File: src/rtl/uart_rx_frame_counter.sv
// Oversampling position counter for a UART receiver: tracks the edge within a bit and
// the bit within a frame, and raises mid-bit sample strobes and bit/frame end strobes.
module uart_rx_frame_counter #(
  parameter int PRESCALE_W = 6,
  parameter int BIT_W      = 4
) (
  input  logic                  CLK,
  input  logic                  RST,
  input  logic [PRESCALE_W-1:0] Prescale,
  input  logic [1:0]            data_len,
  input  logic                  par_en,
  input  logic                  stop2,
  input  logic                  edge_cnt_en,
  output logic [PRESCALE_W-1:0] edge_cnt,
  output logic [BIT_W-1:0]      bit_cnt,
  output logic                  sample_en,
  output logic                  sample_last,
  output logic                  bit_end,
  output logic                  frame_end,
  output logic                  cfg_err,
  output logic                  state_dbg
);

  localparam logic [0:0] IDLE  = 1'b0;
  localparam logic [0:0] COUNT = 1'b1;
  localparam int         CW    = PRESCALE_W + 1;

  logic [0:0]            state_q, state_d;
  logic [PRESCALE_W-1:0] edge_q, edge_d;
  logic [BIT_W-1:0]      bit_q, bit_d;
  logic                  err_q, err_d;
  logic [PRESCALE_W-1:0] ps_q, ps_d;
  logic [1:0]            dl_q, dl_d;
  logic                  pe_q, pe_d;
  logic                  s2_q, s2_d;

  // One extra bit keeps ps-1, h-1 and h+1 free of wrap-around.
  logic [CW-1:0]    ps_x, ps_m1, half, edge_x;
  logic [BIT_W-1:0] last_bit;
  logic             in_count, prescale_ok, bit_end_w, at_last_bit;

  always_comb begin
    ps_x        = {1'b0, ps_q};
    ps_m1       = ps_x - CW'(1);
    half        = ps_x >> 1;
    edge_x      = {1'b0, edge_q};
    last_bit    = BIT_W'(dl_q) + BIT_W'(pe_q) + BIT_W'(s2_q) + BIT_W'(6);
    in_count    = (state_q == COUNT);
    prescale_ok = ({1'b0, Prescale} >= CW'(4));
    bit_end_w   = in_count && (edge_x == ps_m1);
    at_last_bit = (bit_q == last_bit);
  end

  always_comb begin
    state_d = state_q;
    edge_d  = edge_q;
    bit_d   = bit_q;
    err_d   = err_q;
    ps_d    = ps_q;
    dl_d    = dl_q;
    pe_d    = pe_q;
    s2_d    = s2_q;
    if (!edge_cnt_en) begin
      state_d = IDLE;
      edge_d  = '0;
      bit_d   = '0;
      err_d   = 1'b0;
    end else begin
      case (state_q)
        IDLE: begin
          edge_d = '0;
          bit_d  = '0;
          if (prescale_ok) begin
            ps_d    = Prescale;
            dl_d    = data_len;
            pe_d    = par_en;
            s2_d    = stop2;
            edge_d  = PRESCALE_W'(1);
            err_d   = 1'b0;
            state_d = COUNT;
          end else begin
            err_d = 1'b1;
          end
        end
        COUNT: begin
          if (bit_end_w) begin
            edge_d = '0;
            if (at_last_bit) begin
              bit_d = '0;
              // Back-to-back frame: pick up the live configuration, but never an
              // illegal Prescale -- that drops to IDLE with the error flag set.
              if (prescale_ok) begin
                ps_d = Prescale;
                dl_d = data_len;
                pe_d = par_en;
                s2_d = stop2;
              end else begin
                state_d = IDLE;
                err_d   = 1'b1;
              end
            end else begin
              bit_d = bit_q + BIT_W'(1);
            end
          end else begin
            edge_d = edge_q + PRESCALE_W'(1);
          end
        end
        default: begin
          state_d = IDLE;
          edge_d  = '0;
          bit_d   = '0;
        end
      endcase
    end
  end

  always_ff @(posedge CLK or negedge RST) begin
    if (!RST) begin
      state_q <= IDLE;
      edge_q  <= '0;
      bit_q   <= '0;
      err_q   <= 1'b0;
      ps_q    <= '0;
      dl_q    <= '0;
      pe_q    <= 1'b0;
      s2_q    <= 1'b0;
    end else begin
      state_q <= state_d;
      edge_q  <= edge_d;
      bit_q   <= bit_d;
      err_q   <= err_d;
      ps_q    <= ps_d;
      dl_q    <= dl_d;
      pe_q    <= pe_d;
      s2_q    <= s2_d;
    end
  end

  always_comb begin
    edge_cnt    = edge_q;
    bit_cnt     = bit_q;
    cfg_err     = err_q;
    state_dbg   = state_q[0];
    sample_en   = in_count && ((edge_x == half - CW'(1)) || (edge_x == half) ||
                               (edge_x == half + CW'(1)));
    sample_last = in_count && (edge_x == half + CW'(1));
    bit_end     = bit_end_w;
    frame_end   = bit_end_w && at_last_bit;
  end

endmodule

File: config.mk
export PLATFORM = sky130hd
export DESIGN_NAME = uart_rx_frame_counter
export DESIGN_NICKNAME = d
export VERILOG_FILES = /design/src/rtl/uart_rx_frame_counter.sv
export SDC_FILE = /design/constraint.sdc
export NUM_CORES = 1
export LEC_CHECK = 0
export ABC_CLOCK_PERIOD_IN_PS = 6900
export BUFFER_PORTS_ARGS = -buffer_cell sky130_fd_sc_hd__buf_2
export CAP_MARGIN = 5
export CELL_PAD_IN_SITES_DETAIL_PLACEMENT = 2
export CELL_PAD_IN_SITES_GLOBAL_PLACEMENT = 2
export CORE_MARGIN = 3
export CORE_UTILIZATION = 38
export CTS_BUF_LIST = sky130_fd_sc_hd__clkbuf_16
export DETAILED_ROUTE_END_ITERATION = 8
export PLACE_DENSITY = 0.95
export SKIP_LAST_GASP = 1
export SYNTH_ARGS = -nofsm -noshare
export SYNTH_HDL_FRONTEND = slang
export SYNTH_SLANG_ARGS = --single-unit
File: constraint.sdc
create_clock -name CLK -period 6.9 [get_ports CLK]
set_clock_uncertainty 0.1 [all_clocks]
set_input_delay 1.38 -clock CLK [delete_from_list [all_inputs] [get_ports CLK]]
set_output_delay 1.38 -clock CLK [all_outputs]
set_load 0.02 [all_outputs]
Word level (Yosys, flattened, before mapping)
Cells that the tools add are included.
- flip-flop bits (word level): 22
- input bits: 13
- output and inout port bits: 16
- word-level logic and storage cells: 71
- mux-type cells: 35
- $lt $le $gt $ge: 1
- add/sub/neg operators: 8
- equality and inequality tests: 10
- reduce and logical (&&, ||, !) cells: 8
- bitwise logic cells: 1
- operators by type and width (kind ; number):
    two-way mux 6 bit ; 5
    case mux 6 bit (2 select lines) ; 2
    two-way mux 1 bit ; 16
    equality test 6 x 7 -> 1 bit ; 2
    two-way mux 4 bit ; 3
    case mux 1 bit (2 select lines) ; 4
    case mux 4 bit (2 select lines) ; 1
    subtractor 6 x 1 -> 7 bit (second input constant) ; 1
    adder 5 x 1 -> 6 bit (second input constant) ; 1
    adder 6 x 1 -> 6 bit (second input constant) ; 1
    equality test 6 x 5 -> 1 bit ; 1
    equality test 6 bit ; 1
    greater-or-equal comparator 6 x 3 -> 1 bit (second input constant) ; 1
    two-way mux 2 bit ; 3
    inequality test 3 x 2 -> 1 bit (second input constant) ; 2
    AND reduction 3 bit ; 2
    subtractor 5 x 1 -> 6 bit (second input constant) ; 1
    adder 3 x 1 -> 4 bit ; 1
    adder 4 x 1 -> 4 bit (second input constant) ; 1
    adder 4 x 3 -> 4 bit (second input constant) ; 1
    equality test 4 bit ; 1
    logical AND 1 bit ; 4
    inequality test 2 x 1 -> 1 bit (second input constant) ; 2
    case mux 2 bit (2 select lines) ; 1
    other kinds (4) ; 5

Longest topological paths before layout
Gate-level depths: netlist of the first run.
- depth after elaboration: 8
- depth in mapped cells: 9
- mapped depth without buffers: 8

Least setup slack after synthesis of the first run
No wires, ideal clock.
- kind: register -> output
- start point: register ps_q[2]
- end point: output port sample_en
- required time: 5420 ps
- path slack: 3212 ps
- cell stages (with the launch flop): 8
- buffers on the path: 1
- arrival time: 2208 ps
- path through: dfrtp_1 > buf_2 > inv_1 > ha_1 > xnor2_1 > nand3_1 > nor4_1 > o21bai_1
- longest elaborated chain between the ends: 5
- elaborated cells on any way between the ends: 8
- those cells by class: add/sub (2); eq/ne (3); reduce/logical (3)
- RTL lines (element ; RTL line ; text):
    from (decl) ; 32 ; logic [PRESCALE_W-1:0] ps_q, ps_d;
    from (signal assigned) ; 132 ; ps_q <= ps_d;
    subtractor 5 x 1 -> 6 bit ; 144 ; sample_en = in_count && ((edge_x == half - CW'(1)) || (edge_x == half) ||
    equality test 6 x 7 -> 1 bit ; 144 ;
    logical OR 1 bit ; 144 ;
    logical OR 1 bit * ; 144 ;
    logical AND 1 bit * ; 144 ;
    to (decl) ; 16 ; output logic sample_en,
Mark *: on every way between the ends. The rest lies on a longest branch, timed or not.

Worst setup path after layout of the first run
- start point: register ps_q[2]
- end point: output port frame_end
- longest elaborated chain between the ends: 4
- RTL lines (element ; RTL line ; text):
    subtractor 6 x 1 -> 7 bit ; 44 ; ps_m1 = ps_x - CW'(1);
    equality test 6 x 7 -> 1 bit ; 50 ; bit_end_w = in_count && (edge_x == ps_m1);
    logical AND 1 bit ; 50 ;
    logical AND 1 bit ; 148 ; frame_end = bit_end_w && at_last_bit;
    to (decl) ; 19 ; output logic frame_end,
No other way between the ends.

==> parameters.txt, run 1 <==
Parameter                              Value

Timing
  Final hold violation count    0
  RSZ-0062 raised after global routing    false
  Crit share post-route    0.679
  Total Neg Setup Slack    0 ns
  Final max-slew violation count    0
  Worst max-slew margin expressed relative to the limit    0.440
  Minimum period implied by the final worst setup slack    4.69 ns
  Finish-stage setup viols    0
  Fmax    0.213 GHz
  Transition at the pin with the smallest max-transition slack    0.839 ns

Layout
  Total inserted antenna cells    0
  Cell area after layout    2320 um2
  Proportion of layout cells with a drive suffix above 1    0.181
  Area added between synthesis and finish    10.2%
  Layout net count    276
  Final design utilization    0.443

Power
  Combinational Power Share    0.251
  Pwr dens    161 nW/um2
  Overall power of the completed layout    374 uW
  Worst vdd rail ir drop    0.0875 mV
  Sequential cell fraction of total power    0.400
  Switching share of power    0.347
  Sw power    130 uW
  Leakage power of the design    0.00101 uW
  Clock share of power    0.349
  Cell internal power dissipation    244 uW

Die
  Floorplan die area    6470 um2
  Initial core utilization    0.402
  Core ar.    5240 um2
  Number of top-level pins    29
  Die height    80.4 um
  Core Rows    26
  Horiz. Die Dim    80.4 um

Synth
  Sequential share of the synthesized area    0.262
  Synthesized netlist net count    260
  Synth area leader    dfrtp_1
  Number of flip-flops and latches in the synthesized netlist    22
  Synth top cells by count    dfrtp_1 (22), and3_1 (21), nor2_1 (14), o2111ai_1 (14), xor2_1 (14)
  Ys async rst share    1.00
  Portion of synthesized cell area occupied by the leading cell type    0.262
  Dominant synthesized flop cell    dfrtp_1
  Count leader, synth    dfrtp_1
  Cell types occupying the most area after synthesis    dfrtp_1 (26%), and3_1 (6.2%), o2111ai_1 (5.8%)
  Area of the mapped netlist    2100 um2
  Distinct cell type count of the synthesized netlist    53
  Number of enable flip-flop cells after synthesis    0
  Cell count after synthesis    239
  Count of warnings emitted by yosys    0
  Average cell area after synthesis    8.81 um2

Drt
  Via count    2172
  Drt via density    6.70
  First-pass DRT Iterations    4
  Average wire length per cell after detail routing    28.2 um
  Number of antenna-violating nets in the routed design    0
  Total Wirelength    9.15 mm
  DRC violation count after routing    0
  Starting DRC count in detailed routing    165

Clocking
  Insertion delay to the later sink of the worst-skew pair    0.26 ns
  CTS tree    done
  Max Buffers Root-to-Sink    2
  Post-CTS Setup Inserts    0
  Hold Buf Count CTS    0
  Clock transition time at the flip-flop clock pins of the worst setup and hold paths    0.07 ns
  H-tree levels    1
  Total CTS buffers    3
  Total number of clock tree sinks    22
  Quantity of gates resized following cts    0
  Clock root buffer    clkbuf_16

Worst setup path
  Startpoint Class    flip-flop
  Type of element capturing the critical path    primary output
  Length in cells of the worst reg-to-reg path    8
  CP Data Required Time    5.42 ns
  Worst reg-to-reg setup slack    3.61 ns
  Reg-to-Reg End    pe_q
  Critical path launch point    ps_q[2]
  Maximum fanout along the worst path    17
  Crit path arrival time    3.21 ns
  Crit path kind    flip-flop to primary output
  Critical register-to-register path startpoint    ps_q[2]

Worst hold path
  Worst min-delay path class    flip-flop to flip-flop
  Worst hold path cell count    2
  Start point of the worst min-delay path    dl_q[1]
  End point of the worst hold path    dl_q[1]

Global route
  Initial antenna violation count    0
  Wire length of the first global-routing pass    14.9 mm
  Aggregate global-route resource usage    0.307
  Via count of the first global-routing pass    2482
  Pin count of the biggest net entering global routing    28
  Overall overflow remaining after global route    0

Placed design
  HPWL Detailed    5.22 mm
  Port bufs    28
  Global placer's final weighted congestion    0.839
  Standard cell area after detailed placement    2240 um2

Flow run
  # Max-Cap Violations    0

Outcome
  Run status    completed
[final cells by class]
class	instances	area (um2)
Timing Repair Buffer	31	163
Fill cell	588	2920
Clock inverter	1	3.75
Sequential cell	22	551
Multi-Input combinational cell	187	1400
Tap cell	70	87.6
Clock buffer	3	75.1
Inverter	10	37.5
[power by group through the flow]
stage	Clock (uW)	Sequential, uW	Combinational [uW]
2_1_floorplan	0	144	64.1
3_3_place_gp	0	150	79.7
3_5_place_dp	0	150	85.7
4_1_cts	130	149	92.7
5_1_grt	137	150	101
6_report	130	150	94.0
[layout by cell type (no fill, tap or decap), types with 11 or more instances in the layout]
| cell | synthesis | layout |
|---|---|---|
| and3_1 | 21 | 21 |
| buf_2 | 2 | 28 |
| dfrtp_1 | 22 | 22 |
| nand3_1 | 11 | 11 |
| nor2_1 | 14 | 14 |
| nor3_1 | 12 | 12 |
| o2111ai_1 | 14 | 14 |
| xnor2_1 | 12 | 12 |
| xor2_1 | 14 | 14 |
[kinds of logic after synthesis]
logic type | count (synthesis) | synth area share
AO/OA/AOI/OAI | 64 | 0.256
XOR/XNOR | 28 | 0.124
adder cells (fa/ha/maj) | 8 | 0.0511
buffers and inverters | 30 | 0.0725
flip-flops | 22 | 0.262
AND/OR/NAND/NOR | 87 | 0.235
[worst max-delay path: stages, from the launching register on]
cell and delay, ns:
dfrtp_1 0.50, inv_1 0.20, ha_1 0.24, nor3b_1 0.49, nand2_1 0.21, xor2_1 0.66, nor4_4 0.05, buf_4 0.24
and3_1 0.20, buf_2 0.17
[how the worst max path moves through the flow]
| stage | to | depth (start not counted) | slack, ns |
|---|---|---|---|
| final | frame_end | 9 | 2.21 |
| after global routing | frame_end | 9 | 1.97 |
| after CTS | frame_end | 9 | 2.27 |
| after detailed placement | bit_end | 9 | 2.75 |
| after global placement | frame_end | 9 | 3.00 |
| after floorplan | sample_en | 7 | 3.21 |
[flip-flops by register name (all words and copies together), names as in the netlist]
| name | cells |
|---|---|
| cfg_err | 1 |
| edge_cnt | 6 |
| pe_q | 1 |
| dl_q | 2 |
| bit_cnt | 4 |
| state_dbg | 1 |
| ps_q | 6 |
| s2_q | 1 |
[per-layer routing]
| metal | share of wire | wire, um | global-route usage | vias to the layer above |
|---|---|---|---|---|
| met5 | 0 | 0 | 0 | - |
| li1 | - | - | - | 935 |
| met3 | 0.061 | 559 | 0.0549 | 32 |
| met1 | 0.41 | 3750 | 0.398 | 1108 |
| met4 | 0.042 | 385 | 0.147 | 0 |
| met2 | 0.49 | 4450 | 0.492 | 97 |
[stage by stage]
stage | cells | hold WS [ns] | worst slack, ns
5_1_grt | 324 | 0.497 | 1.97
3_3_place_gp | 320 | 0.418 | 3.00
2_1_floorplan | 239 | 0.394 | 3.21
4_1_cts | 324 | 0.467 | 2.27
6_report | 324 | 0.462 | 2.21
3_5_place_dp | 320 | 0.434 | 2.75
(Power assumes the default switching activity.)
==> inputs of run 2 (changes only) <==
ABC_CLOCK_PERIOD_IN_PS = 4400   (was 6900)
CORE_UTILIZATION = 35   (was 38)
PLACE_DENSITY = 0.9   (was 0.95)
clock period = 4.4 ns   (was 6.9 ns; I/O delays follow)
==> run 2 against run 1 <==
Net effect: clock power increased by 60%; sequential cell count is the same; first-iteration DRC count fell by 75%; via count down 3.5%; count of clock-buffer cells in the layout did not move; final cell count rose by 1.5%; critical path type unchanged.
==> parameters.txt, run 2 (same netlist as run 1, synthesis figures left out) <==
Parameter                              Value

Placed design
  Standard cell area after detailed placement    2260 um2
  HPWL Detailed    5.36 mm
  Port bufs    28
  Global placer's final weighted congestion    0.800

Layout
  Total inserted antenna cells    0
  Commonest cells after routing, fill and taps aside    buf_2 (28), dfrtp_1 (22), and3_1 (21)
  Area used by multi-input combinational logic    1400 um2
  Final design utilization    0.413
  Layout net count    279
  Proportion of layout cells with a drive suffix above 1    0.191
  Cell area after layout    2340 um2
  Area added between synthesis and finish    11.4%
  Most common cell after layout, fill and taps aside    buf_2
  FF/Latch Area    551 um2
  Filler instances    635

Clocking
  Total number of clock tree sinks    22
  Post-CTS Setup Inserts    0
  H-tree levels    1
  Total CTS buffers    3
  CTS tree    done
  Insertion delay to the later sink of the worst-skew pair    0.27 ns
  Hold Buf Count CTS    0
  Clock transition time at the flip-flop clock pins of the worst setup and hold paths    0.07 ns
  Max Buffers Root-to-Sink    2
  Quantity of gates resized following cts    0
  Clock root buffer    clkbuf_16

Worst hold path
  Worst min-delay path class    flip-flop to flip-flop

Outcome
  Run status    completed

Timing
  Final hold violation count    0
  Minimum period implied by the final worst setup slack    4.13 ns
  Crit share post-route    0.939
  Transition at the pin with the smallest max-transition slack    0.853 ns
  Total Neg Setup Slack    0 ns
  Worst max-slew margin expressed relative to the limit    0.430
  Worst Hold Slack    0.441 ns
  Fmax    0.242 GHz
  Final max-slew violation count    0
  Finish-stage setup viols    0
  RSZ-0062 raised after global routing    false

Worst setup path
  Cell chain of the critical path    inv_1 > ha_1 > nor3b_1 > nand2_1 > xor2_1 > nor4_4 > buf_4 > and3_1 > buf_2
  Crit path kind    flip-flop to primary output
  Cell with the largest stage delay on the worst path    nor4_4
  CP Data Required Time    3.42 ns
  Startpoint Class    flip-flop
  Worst path top cell family by delay    simple AND/OR/NAND/NOR gates
  Worst Path Buf+Inv    3
  Type of element capturing the critical path    primary output
  Crit path arrival time    3.15 ns
  Maximum fanout along the worst path    8
  Peak per-stage delay on the critical path    0.47 ns

Die
  Core ar.    5680 um2
  Number of top-level pins    29
  Horiz. Die Dim    83.5 um
  Die height    83.5 um
  Core Rows    27
  Initial core utilization    0.371
  Floorplan die area    6980 um2

Global route
  Aggregate global-route resource usage    0.226
  Pin count of the biggest net entering global routing    27
  Via count of the first global-routing pass    2307
  Wire length of the first global-routing pass    12.8 mm
  Initial antenna violation count    1
  Overall overflow remaining after global route    0

Drt
  Average wire length per cell after detail routing    24.3 um
  Via count    2096
  DRC violation count after routing    0
  First-pass DRT Iterations    5
  Number of antenna-violating nets in the routed design    0
  Starting DRC count in detailed routing    41
  Total Wirelength    7.98 mm
  Drt via density    6.37

Flow run
  # Max-Cap Violations    0

Power
  Leakage power of the design    0.00103 uW
  Worst vdd rail ir drop    0.132 mV
  Pwr dens    250 nW/um2
-- run 2: final timing paths --
| path | to | slack (ns) | startpoint | cells past startpoint |
|---|---|---|---|---|
| worst max-delay path | frame_end | 0.27 | ps_q[1] | 9 |
| max in group asynchronous | s2_q | 3.32 | RST | 1 |
| worst min-delay path | pe_q | 0.44 | pe_q | 2 |
| min in group asynchronous | edge_cnt[2] | 0.50 | RST | 1 |
| worst max register to register | dl_q[0] | 1.14 | ps_q[1] | 9 |
| worst min register to register | pe_q | 0.44 | pe_q | 2 |
-- run 2: worst min-delay path, stage by stage (launching register included) --
cell and delay (ns):
dfrtp_1 0.35, a211oi_1 0.07, o311ai_0 0.09
-- run 2: metrics by stage --
| step | std cells | setup slack (ns) | total power, uW |
|---|---|---|---|
| 5_1_grt | 329 | 0.0749 | 610 |
| 4_1_cts | 329 | 0.309 | 587 |
| 3_3_place_gp | 325 | 0.876 | 363 |
| 6_report | 329 | 0.268 | 586 |
| 2_1_floorplan | 239 | 1.21 | 326 |
| 3_5_place_dp | 325 | 0.691 | 374 |
-- run 2: per-layer routing --
layer / share of wire / vias up / global-route usage
met1: 0.41 / 1065 / 0.272
met4: 0.033 / 2 / 0.0819
li1: - / 944 / -
met3: 0.035 / 30 / 0.0326
met5: 0.0016 / - / 0
met2: 0.52 / 55 / 0.405
-- run 2: layout make-up --
type / count / share of cell area
flip-flops and latches: 22 / 0.235
well taps: 72 / 0.0384
inverters: 10 / 0.0160
clock inverters: 1 / 0.00160
clock buffers: 3 / 0.0320
multi-input cells: 187 / 0.598
repair buffers: 34 / 0.0790
-- run 2: where the power goes --
part	total (uW)	internal, uW	switching [uW]	leakage (uW)
Sequential	227	211	16.5	0.000255
Combinational	151	52.6	98.6	0.000731
Clock	208	122	85.9	0.0000385
Total	586	385	201	0.00103
==> inputs of run 3 (changes only) <==
GPL_TIMING_DRIVEN = 0   (was default)
==> run 3 against run 2 <==
Net effect: non-clock buffer count rose by 14; sequential share of layout area fell by 0.65 points; routed wire length fell by 2.8%; hold slack improved by 0.013 ns; via count rose by 2.1%; critical endpoint is now bit_end; largest cell class unchanged.
==> parameters.txt, run 3 (same netlist as run 1, synthesis figures left out) <==
Parameter                              Value

Outcome
  Run status    completed

Layout
  Total inserted antenna cells    0
  Number of standard cells in the final layout excluding fillers    342
  Most common cell after layout, fill and taps aside    buf_2
  Layout net count    293
  Commonest cells after routing, fill and taps aside    buf_2 (30), dfrtp_1 (22), and3_1 (21)
  Area added between synthesis and finish    14.5%
  Proportion of layout cells with a drive suffix above 1    0.193

Clocking
  Quantity of gates resized following cts    0
  Post-CTS Setup Inserts    0
  Clock root buffer    clkbuf_16
  Insertion delay to the later sink of the worst-skew pair    0.26 ns
  Max Buffers Root-to-Sink    2
  H-tree levels    1
  CTS tree    done
  Hold Buf Count CTS    0
  Clock transition time at the flip-flop clock pins of the worst setup and hold paths    0.06 ns
  Total number of clock tree sinks    22
  Total CTS buffers    3

Global route
  Overall overflow remaining after global route    0
  Via count of the first global-routing pass    2308
  Pin count of the biggest net entering global routing    23
  Aggregate global-route resource usage    0.230
  Initial antenna violation count    0
  Wire length of the first global-routing pass    12.9 mm

Power
  Sequential cell fraction of total power    0.385
  Sw power    194 uW
  Leakage power of the design    0.00105 uW
  Combinational Power Share    0.264
  Pwr dens    240 nW/um2
  Clock share of power    0.351
  Switching share of power    0.335
  Worst vdd rail ir drop    0.129 mV
  Cell internal power dissipation    385 uW

Timing
  Worst max-slew margin expressed relative to the limit    0.528
  Fmax    0.247 GHz
  RSZ-0062 raised after global routing    false
  Finish-stage setup viols    0
  Total Neg Setup Slack    0 ns
  Final hold violation count    0
  Minimum period implied by the final worst setup slack    4.05 ns
  Transition at the pin with the smallest max-transition slack    0.706 ns
  Final max-slew violation count    0
  Crit share post-route    0.920

Drt
  First-pass DRT Iterations    4
  Drt via density    6.26
  Average wire length per cell after detail routing    22.7 um
  Starting DRC count in detailed routing    162
  Number of antenna-violating nets in the routed design    0
  Via count    2140
  Total Wirelength    7.76 mm
  DRC violation count after routing    0

Worst setup path
  CP Data Required Time    3.42 ns
  Cell with the largest stage delay on the worst path    nor4_4
  Crit path arrival time    3.07 ns
  Peak per-stage delay on the critical path    0.49 ns
  Worst reg-to-reg setup slack    1.41 ns
  Cell chain of the critical path    inv_1 > ha_1 > nor3b_1 > nand2_1 > xor2_1 > nor4_4 > buf_6 > and2_1 > buf_2
  Maximum fanout along the worst path    10
  Crit path kind    flip-flop to primary output
  Type of element capturing the critical path    primary output
  Startpoint Class    flip-flop

Worst hold path
  Worst min-delay path class    flip-flop to flip-flop

Placed design
  Port bufs    28
  Global placer's final weighted congestion    0.822
  HPWL Detailed    5.66 mm
  Total placed cells including tap cells    339

Die
  Number of top-level pins    29
  Initial core utilization    0.371
  Die height    83.5 um
  Floorplan die area    6980 um2
  Horiz. Die Dim    83.5 um
  Core ar.    5680 um2
  Core Rows    27

Flow run
  # Max-Cap Violations    0
-- run 3: worst paths after layout --
check                         from    endpoint  depth (start not counted)
hold reg to reg            dl_q[0]     dl_q[0]                          2
setup reg to reg              pe_q   state_dbg                          8
max in group asynchronous      RST     ps_q[5]                          1
hold / removal             dl_q[0]     dl_q[0]                          2
setup / recovery           ps_q[1]     bit_end                          9
min in group asynchronous      RST  bit_cnt[3]                          1
-- run 3: cell type report --
class,instances,area (um2)
Tap cell,72,90.1
Sequential cell,22,551
Fill cell,661,3270
Timing Repair Buffer,28,140
Inverter,10,37.5
Clock buffer,3,75.1
Buffer,20,115
Multi-Input combinational cell,187,1400
-- run 3: routing by layer --
metal | up-vias | share of wire | GRT usage
li1 | 978 | - | -
met1 | 1109 | 0.45 | 0.317
met2 | 40 | 0.51 | 0.391
met3 | 13 | 0.028 | 0.0207
met4 | 0 | 0.015 | 0.0541
met5 | - | 0 | 0
-- run 3: power by group through the flow --
| stage | logic, uW | clock network (uW) | registers, uW |
|---|---|---|---|
| finish | 153 | 203 | 223 |
| floorplan | 101 | 0 | 226 |
| global placement | 141 | 0 | 226 |
| detailed placement | 150 | 0 | 227 |
| CTS | 153 | 206 | 223 |
| global route | 169 | 215 | 224 |
-- run 3: per-stage QoR --
stage	total power (uW)	util	hold WS (ns)	area [um2]	setup WS, ns
2_1_floorplan	326	-	0.394	2100	1.21
3_3_place_gp	367	0.411	0.422	2330	0.718
3_5_place_dp	377	0.411	0.433	2330	0.648
4_1_cts	582	0.425	0.459	2410	0.339
5_1_grt	608	0.425	0.504	2410	0.110
6_report	579	0.425	0.454	2410	0.353
-- run 3: worst max-delay path: cells and delay by family, from the launching register on --
family        cells  cell delay [ns]
fa+ha+maj         1             0.25
buf+inv           3             0.62
flops             1             0.47
xor+xnor          1             0.27
simple gates      4             1.19
